**src/rtl/tile_dispatch_writer.sv**
```systemverilog
// Staging-buffer to tile L1 BRAM write producer (broadcast / distribute).
// Optional DISPATCH_LINE_COUNT_EN adds o_wr_line_count.
module tile_dispatch_writer #(
   parameter int NUM_TILES            = 16,
   parameter int TILE_BRAM_ADDR_WIDTH = 9,
   parameter int TILE_BRAM_WIDTH      = 256,
   parameter int SRC_ADDR_WIDTH       = 11
) (
   input  logic                            i_clk,
   input  logic                            i_reset,
   input  logic                            i_disp_en,
   input  logic [SRC_ADDR_WIDTH-1:0]       i_src_addr,
   input  logic [TILE_BRAM_ADDR_WIDTH-1:0] i_dst_addr,
   input  logic [9:0]                      i_num_lines,
   input  logic [9:0]                      i_chunk_lines,
   input  logic                            i_side_right,
   input  logic                            i_distribute,
   input  logic [NUM_TILES-1:0]            i_column_enable,
   input  logic                            i_hold,
   output logic                            o_src_rd_en,
   output logic [SRC_ADDR_WIDTH-1:0]       o_src_rd_addr,
   input  logic [TILE_BRAM_WIDTH-1:0]      i_src_rd_man_data,
   input  logic [7:0]                      i_src_rd_exp_data,
   output logic [NUM_TILES-1:0]            o_wr_en_left,
   output logic [NUM_TILES-1:0]            o_wr_en_right,
   output logic [TILE_BRAM_ADDR_WIDTH-1:0] o_wr_addr,
   output logic [TILE_BRAM_WIDTH-1:0]      o_wr_man_data,
   output logic [7:0]                      o_wr_exp_data,
   output logic                            o_busy,
   output logic                            o_done,
   output logic                            o_err
`ifdef DISPATCH_LINE_COUNT_EN
   ,
   output logic [9:0]                      o_wr_line_count
`endif
);

   localparam int PW = $clog2(NUM_TILES + 1);

   typedef enum logic [1:0] {
      S_IDLE,
      S_RUN,
      S_DRAIN,
      S_DONE
   } state_t;

   state_t state, state_nx;

   logic [SRC_ADDR_WIDTH-1:0]       src_q;
   logic [TILE_BRAM_ADDR_WIDTH-1:0] dst_q;
   logic [9:0]                      num_q;
   logic [9:0]                      chunk_q;
   logic                            side_q;
   logic                            dist_q;
   logic [NUM_TILES-1:0]            mask_q;
   logic [9:0]                      k_q;
   logic [9:0]                      cidx_q;
   logic [PW-1:0]                   ptr_q;
   logic                            err_q;

   logic                            wr_vld_q;
   logic [NUM_TILES-1:0]            wr_en_l_q;
   logic [NUM_TILES-1:0]            wr_en_r_q;
   logic [TILE_BRAM_ADDR_WIDTH-1:0] wr_addr_q;
   logic [TILE_BRAM_WIDTH-1:0]      man_q;
   logic [7:0]                      exp_q;

   logic                            cur_vld;
   logic [PW-1:0]                   cur_tile;
   logic                            accept;
   logic                            bad_cmd;
   logic                            issue;
   logic                            no_tile;
   logic                            last;
   logic                            chunk_end;
   logic [NUM_TILES-1:0]            line_mask;
   logic [TILE_BRAM_ADDR_WIDTH-1:0] line_addr;

   // Lowest enabled tile at or above the pointer.
   always_comb begin
      cur_vld  = 1'b0;
      cur_tile = '0;
      for (int i = NUM_TILES - 1; i >= 0; i--) begin
         if (mask_q[i] && (PW'(i) >= ptr_q)) begin
            cur_vld  = 1'b1;
            cur_tile = PW'(i);
         end
      end
   end

   assign accept    = (state == S_IDLE) && i_disp_en;
   assign bad_cmd   = (i_column_enable == '0) ||
                      (i_distribute && (i_chunk_lines == 10'd0));
   assign issue     = (state == S_RUN) && !i_hold && (!dist_q || cur_vld);
   assign no_tile   = (state == S_RUN) && dist_q && !cur_vld;
   assign last      = issue && ((k_q + 10'd1) == num_q);
   assign chunk_end = (cidx_q + 10'd1) == chunk_q;
   assign line_mask = dist_q ? (NUM_TILES'(1) << cur_tile) : mask_q;
   assign line_addr = dst_q + (dist_q ? TILE_BRAM_ADDR_WIDTH'(cidx_q)
                                      : TILE_BRAM_ADDR_WIDTH'(k_q));

   always_comb begin
      state_nx = state;
      unique case (state)
         S_IDLE: begin
            if (i_disp_en) begin
               if ((i_num_lines == 10'd0) || bad_cmd) state_nx = S_DONE;
               else                                   state_nx = S_RUN;
            end
         end
         S_RUN:   if (no_tile || last) state_nx = S_DRAIN;
         S_DRAIN: state_nx = S_DONE;
         S_DONE:  state_nx = S_IDLE;
         default: state_nx = S_IDLE;
      endcase
   end

   always_ff @(posedge i_clk) begin
      if (i_reset) begin
         state     <= S_IDLE;
         src_q     <= '0;
         dst_q     <= '0;
         num_q     <= '0;
         chunk_q   <= '0;
         side_q    <= 1'b0;
         dist_q    <= 1'b0;
         mask_q    <= '0;
         k_q       <= '0;
         cidx_q    <= '0;
         ptr_q     <= '0;
         err_q     <= 1'b0;
         wr_vld_q  <= 1'b0;
         wr_en_l_q <= '0;
         wr_en_r_q <= '0;
         wr_addr_q <= '0;
         man_q     <= '0;
         exp_q     <= '0;
      end else begin
         state <= state_nx;
         if (accept) begin
            src_q   <= i_src_addr;
            dst_q   <= i_dst_addr;
            num_q   <= i_num_lines;
            chunk_q <= i_chunk_lines;
            side_q  <= i_side_right;
            dist_q  <= i_distribute;
            mask_q  <= i_column_enable;
            k_q     <= '0;
            cidx_q  <= '0;
            ptr_q   <= '0;
            err_q   <= bad_cmd;
         end else if (i_disp_en || no_tile) begin
            err_q <= 1'b1;
         end
         if (issue) begin
            k_q <= k_q + 10'd1;
            if (chunk_end) begin
               cidx_q <= '0;
               ptr_q  <= cur_tile + PW'(1);
            end else begin
               cidx_q <= cidx_q + 10'd1;
            end
            wr_addr_q <= line_addr;
         end
         wr_vld_q  <= issue;
         wr_en_l_q <= (issue && !side_q) ? line_mask : '0;
         wr_en_r_q <= (issue && side_q) ? line_mask : '0;
         if (wr_vld_q) begin
            man_q <= i_src_rd_man_data;
            exp_q <= i_src_rd_exp_data;
         end
      end
   end

`ifdef DISPATCH_LINE_COUNT_EN
   logic [9:0] cnt_q;

   always_ff @(posedge i_clk) begin
      if (i_reset)       cnt_q <= '0;
      else if (accept)   cnt_q <= '0;
      else if (wr_vld_q) cnt_q <= cnt_q + 10'd1;
   end

   assign o_wr_line_count = cnt_q;
`endif

   // Source data arrives the cycle after the read; forward it on write.
   assign o_src_rd_en   = issue;
   assign o_src_rd_addr = src_q + SRC_ADDR_WIDTH'(k_q);
   assign o_wr_en_left  = wr_en_l_q;
   assign o_wr_en_right = wr_en_r_q;
   assign o_wr_addr     = wr_addr_q;
   assign o_wr_man_data = wr_vld_q ? i_src_rd_man_data : man_q;
   assign o_wr_exp_data = wr_vld_q ? i_src_rd_exp_data : exp_q;
   assign o_busy        = state != S_IDLE;
   assign o_done        = state == S_DONE;
   assign o_err         = err_q;

endmodule
```
**config.mk**
```make
export PLATFORM = sky130hd
export DESIGN_NAME = tile_dispatch_writer
export DESIGN_NICKNAME = d
export VERILOG_FILES = /design/src/rtl/tile_dispatch_writer.sv
export SDC_FILE = /design/constraint.sdc
export NUM_CORES = 1
export LEC_CHECK = 0
export CORE_AREA = 4 4 246 248
export DETAILED_ROUTE_END_ITERATION = 7
export DIE_AREA = 0 0 250 252
export PLACE_DENSITY = 0.54
export SETUP_SLACK_MARGIN = 0.2
export SLEW_MARGIN = 20
export SYNTH_ARGS = -nofsm -noshare
export SYNTH_HDL_FRONTEND = slang
export SYNTH_SLANG_ARGS = --single-unit
```
**constraint.sdc**
```tcl
create_clock -name i_clk -period 3.85 [get_ports i_clk]
set_clock_uncertainty 0.15 [all_clocks]
set_input_delay 0.385 -clock i_clk [delete_from_list [all_inputs] [get_ports i_clk]]
set_output_delay 0.385 -clock i_clk [all_outputs]
set_load 0.05 [all_outputs]
```
==> summary.txt <==
Worst setup path
  • CP Data Arrival Time: 3040 ps
  • FF-to-FF End: ptr_q[2]$_SDFF_PP0_
  • CP Max Fanout: 19
  • Crit Path Class: register to output port
  • Reg-to-reg startpoint: ptr_q[0]$_SDFF_PP0_
  • FF-to-FF setup slack: just over 600 ps
  • CP Data Required Time: 3310 ps
  • Critical path capture point type: output port
  • FF-to-FF path depth: 11
  • CP startpoint kind: register

Global routing
  • Grt ovf: 0
  • Largest net degree at the start of global routing: 132
  • Global Route Usage Sum: between 10% and 20%
  • Initial antenna violation count: 12
  • Vias in the first global route: approximately 14000
  • First-pass GRT wire length: roughly 90000 µm

Drt
  • Vias per inst: 4.59
  • Number of DRC markers in iteration 0: around 900
  • Drt total wl: slightly above 60000 µm
  • Routed wire per std cell: 19.9 µm
  • Via count: approximately 14000
  • ANT nets after route: 0
  • Pre-antenna DRT Iters: 6
  • DRC viols: 0

Synthesis
  • Post-Syn Nets: between 2000 and 2500
  • Synth Cell Area: between 15000 and 20000 µm²
  • Synthesized flop and latch total: slightly below 400
  • EDFF count, synth: 0
  • Syn. warnings: 0
  • Gate Count Post-Synth: around 1700
  • Register area share after synthesis: 46.8%
  • Prevailing post-synth register cell: dfxtp_1
  • Async S/R FF share, synth: 0%
  • Synth cell types: 69
  • Syn avg cell area: about 9.9 µm²

Min path
  • Worst hold path endpoint: man_q[157]$_SDFF_PP0_
  • Worst Hold Depth: 2
  • Min-delay src: i_reset
  • Worst min path class: input port to register

Clock tree
  • Longest Clk Path Bufs: 3
  • CTS tree: done
  • Num Clock Sinks: between 300 and 400
  • Clock root cell: clkbuf_16
  • Reg clk slew, reported paths: roughly 60 ps
  • Num CTS Buffers: 47
  • Clock Latency Late Sink: 560 ps
  • Htree depth: 2
  • Hold Buf Count CTS: 0

Timing
  • Normalized max-slew margin: 42.7%
  • Setup_tns: 0 ps
  • Final Cycle Share: between 90 and 100%
  • RSZ-0062 raised after global routing: yes
  • Final setup fails: 0
  • F_max: between 200 and 300 MHz
  • Max-slew violations: 0
  • Worst Max-Slew Pin Slew: 856 ps
  • Worst Hold Slack: roughly 60 ps
  • Final Critical Period: around 3600 ps
  • Final hold violations: 0

Floorplan
  • Die Area: 63000 µm²
  • Core area: 58500 µm²
  • Top-Level Pins: ~650
  • Starting Density: between 20% and 30%
  • DIE WIDTH: about 250 µm
  • Chip height: 252 µm
  • Std cell rows: just under 90

Final layout
  • Final instance area: 25500 µm²
  • Layout cell share with drive strength beyond 1: 16.6%
  • Final Core Density: a little over two fifths
  • Commonest non-fill, non-tap cell in the layout: clkdlybuf4s50_1
  • Non-filler instance count after layout: just over 3000
  • Final #Nets: between 2000 and 3000
  • Most frequent cells in the layout: 638 x clkdlybuf4s50_1, 387 x dfxtp_1, 284 x nor2b_1
  • P&R area growth vs syn: 51.9%

Place
  • GPL Wtd Cong: 0.888
  • Port Buffers: about 650
  • Final HPWL DP: between 40000 and 50000 µm
  • Placed cell count: 3028
  • DP Area: between 20000 and 25000 µm²

Pwr
  • Worst VDD drop: ~410 µV
  • Static Leak: 9.85 nW
  • PD cells: about 560 nW/µm²

Job
  • Max cap viols: 0

Status
  • Status: finished clean
registers in the layout, indices dropped and copies added, names as in the netlist:
signal / flops
wr_vld_q: 1
o_wr_addr: 9
dist_q: 1
mask_q: 16
ptr_q: 5
dst_q: 9
cidx_q: 10
o_err: 1
o_wr_en_left: 16
chunk_q: 10
man_q: 256
num_q: 10
state: 2
exp_q: 8
src_q: 11
side_q: 1
o_wr_en_right: 16
k_q: 10
worst max-delay path, cell delays in order (launching register included):
cell      delay (ps)
dfxtp_1          570
a21boi_1         150
or2_1            270
a311oi_4         540
a41o_4           460
inv_2            230
buf_4            260
metrics by stage:
| step | total power [mW] | setup slack [ps] |
|---|---|---|
| final | 14.4 | 272 |
| after global routing | 15.0 | 130 |
| after CTS | 14.5 | 215 |
| after detailed placement | 10.1 | 517 |
| after global placement | 10.0 | 487 |
| after floorplan | 8.20 | 647 |
synth_stat cells, types with 3 or more instances:
cell,count,area share [%]
xnor2_1,26,1.4
o22ai_1,5,0.19
inv_2,3,0.067
or2_2,4,0.15
nand4_1,6,0.22
or3_1,10,0.37
ha_1,31,2.3
nand2b_1,7,0.26
a211oi_1,3,0.13
nor2b_1,284,11
o21ai_1,14,0.42
buf_2,9,0.27
and3_1,6,0.22
inv_1,25,0.56
mux2i_1,3,0.18
a22oi_1,3,0.13
a31oi_1,27,1.0
o211ai_1,6,0.27
or4_1,3,0.13
nor4_1,11,0.41
buf_1,7,0.16
nor3_1,12,0.36
mux2_2,270,18
o21ai_0,11,0.33
xor2_1,17,0.89
a21oi_1,98,2.9
and4_1,3,0.16
nand3_1,16,0.48
nor2_1,69,1.5
nand2_1,175,3.9
nand3b_1,4,0.18
dfxtp_1,392,47
clkbuf_1,86,1.9
a21o_1,9,0.40
how the worst max path moves through the flow:
stage	start	to	slack, ps
3_5_place_dp	k_q[0]$_SDFFE_PP0P_	o_src_rd_addr[6]	520
5_1_grt	ptr_q[0]$_SDFF_PP0_	o_src_rd_en	130
3_3_place_gp	k_q[0]$_SDFFE_PP0P_	o_src_rd_addr[6]	490
6_report	ptr_q[0]$_SDFF_PP0_	o_src_rd_en	270
2_1_floorplan	dist_q$_SDFFE_PP0P_	o_wr_addr[7]$_SDFFE_PP0P_	650
4_1_cts	ptr_q[2]$_SDFF_PP0_	o_src_rd_en	220
area by class of cell:
| class | count | area (µm²) |
|---|---|---|
| inverter | 29 | 109 |
| tap | 773 | 967 |
| multi-input combinational | 1176 | 8440 |
| sequential | 392 | 7860 |
| timing repair buffer | 659 | 6590 |
| antenna | 4 | 10.0 |
| fill | 5677 | 33000 |
| clock buffer | 69 | 1390 |
| clock inverter | 15 | 131 |
routing by layer:
| metal | vias up | track usage, % | share of wire [%] |
|---|---|---|---|
| met5 | - | 0 | 0.024 |
| met4 | 2 | 4.20 | 1.8 |
| met3 | 70 | 6.16 | 8.0 |
| met2 | 497 | 31.6 | 49 |
| met1 | 6761 | 22.4 | 42 |
| li1 | 6973 | - | - |
cells by family (layout without fill, tap and decap cells):
logic type	Yosys count	in the layout	synth area share (%)
simple gates	624	624	19.7
flops	392	392	46.8
mux	275	275	18.4
compound gates	200	201	7.18
buf+inv	134	772	3.18
xor+xnor	43	43	2.24
fa+ha+maj	33	33	2.55
other cells	0	4	0
what timing repair did:
item	in CTS	in global routing
setup endpoints to repair	3	6
gates cloned	0	1
pin swaps	0	2
buffers inserted	0	0
hold endpoints to repair	0	0
gates resized for setup	3	10
power by group:
part | switching, mW | leakage, nW | total [mW] | internal [mW]
Clock | 1.74 | 0.757 | 4.37 | 2.63
Sequential | 0.186 | 3.18 | 4.61 | 4.43
Combinational | 3.34 | 5.92 | 5.38 | 2.04
(Power assumes the default switching activity.)
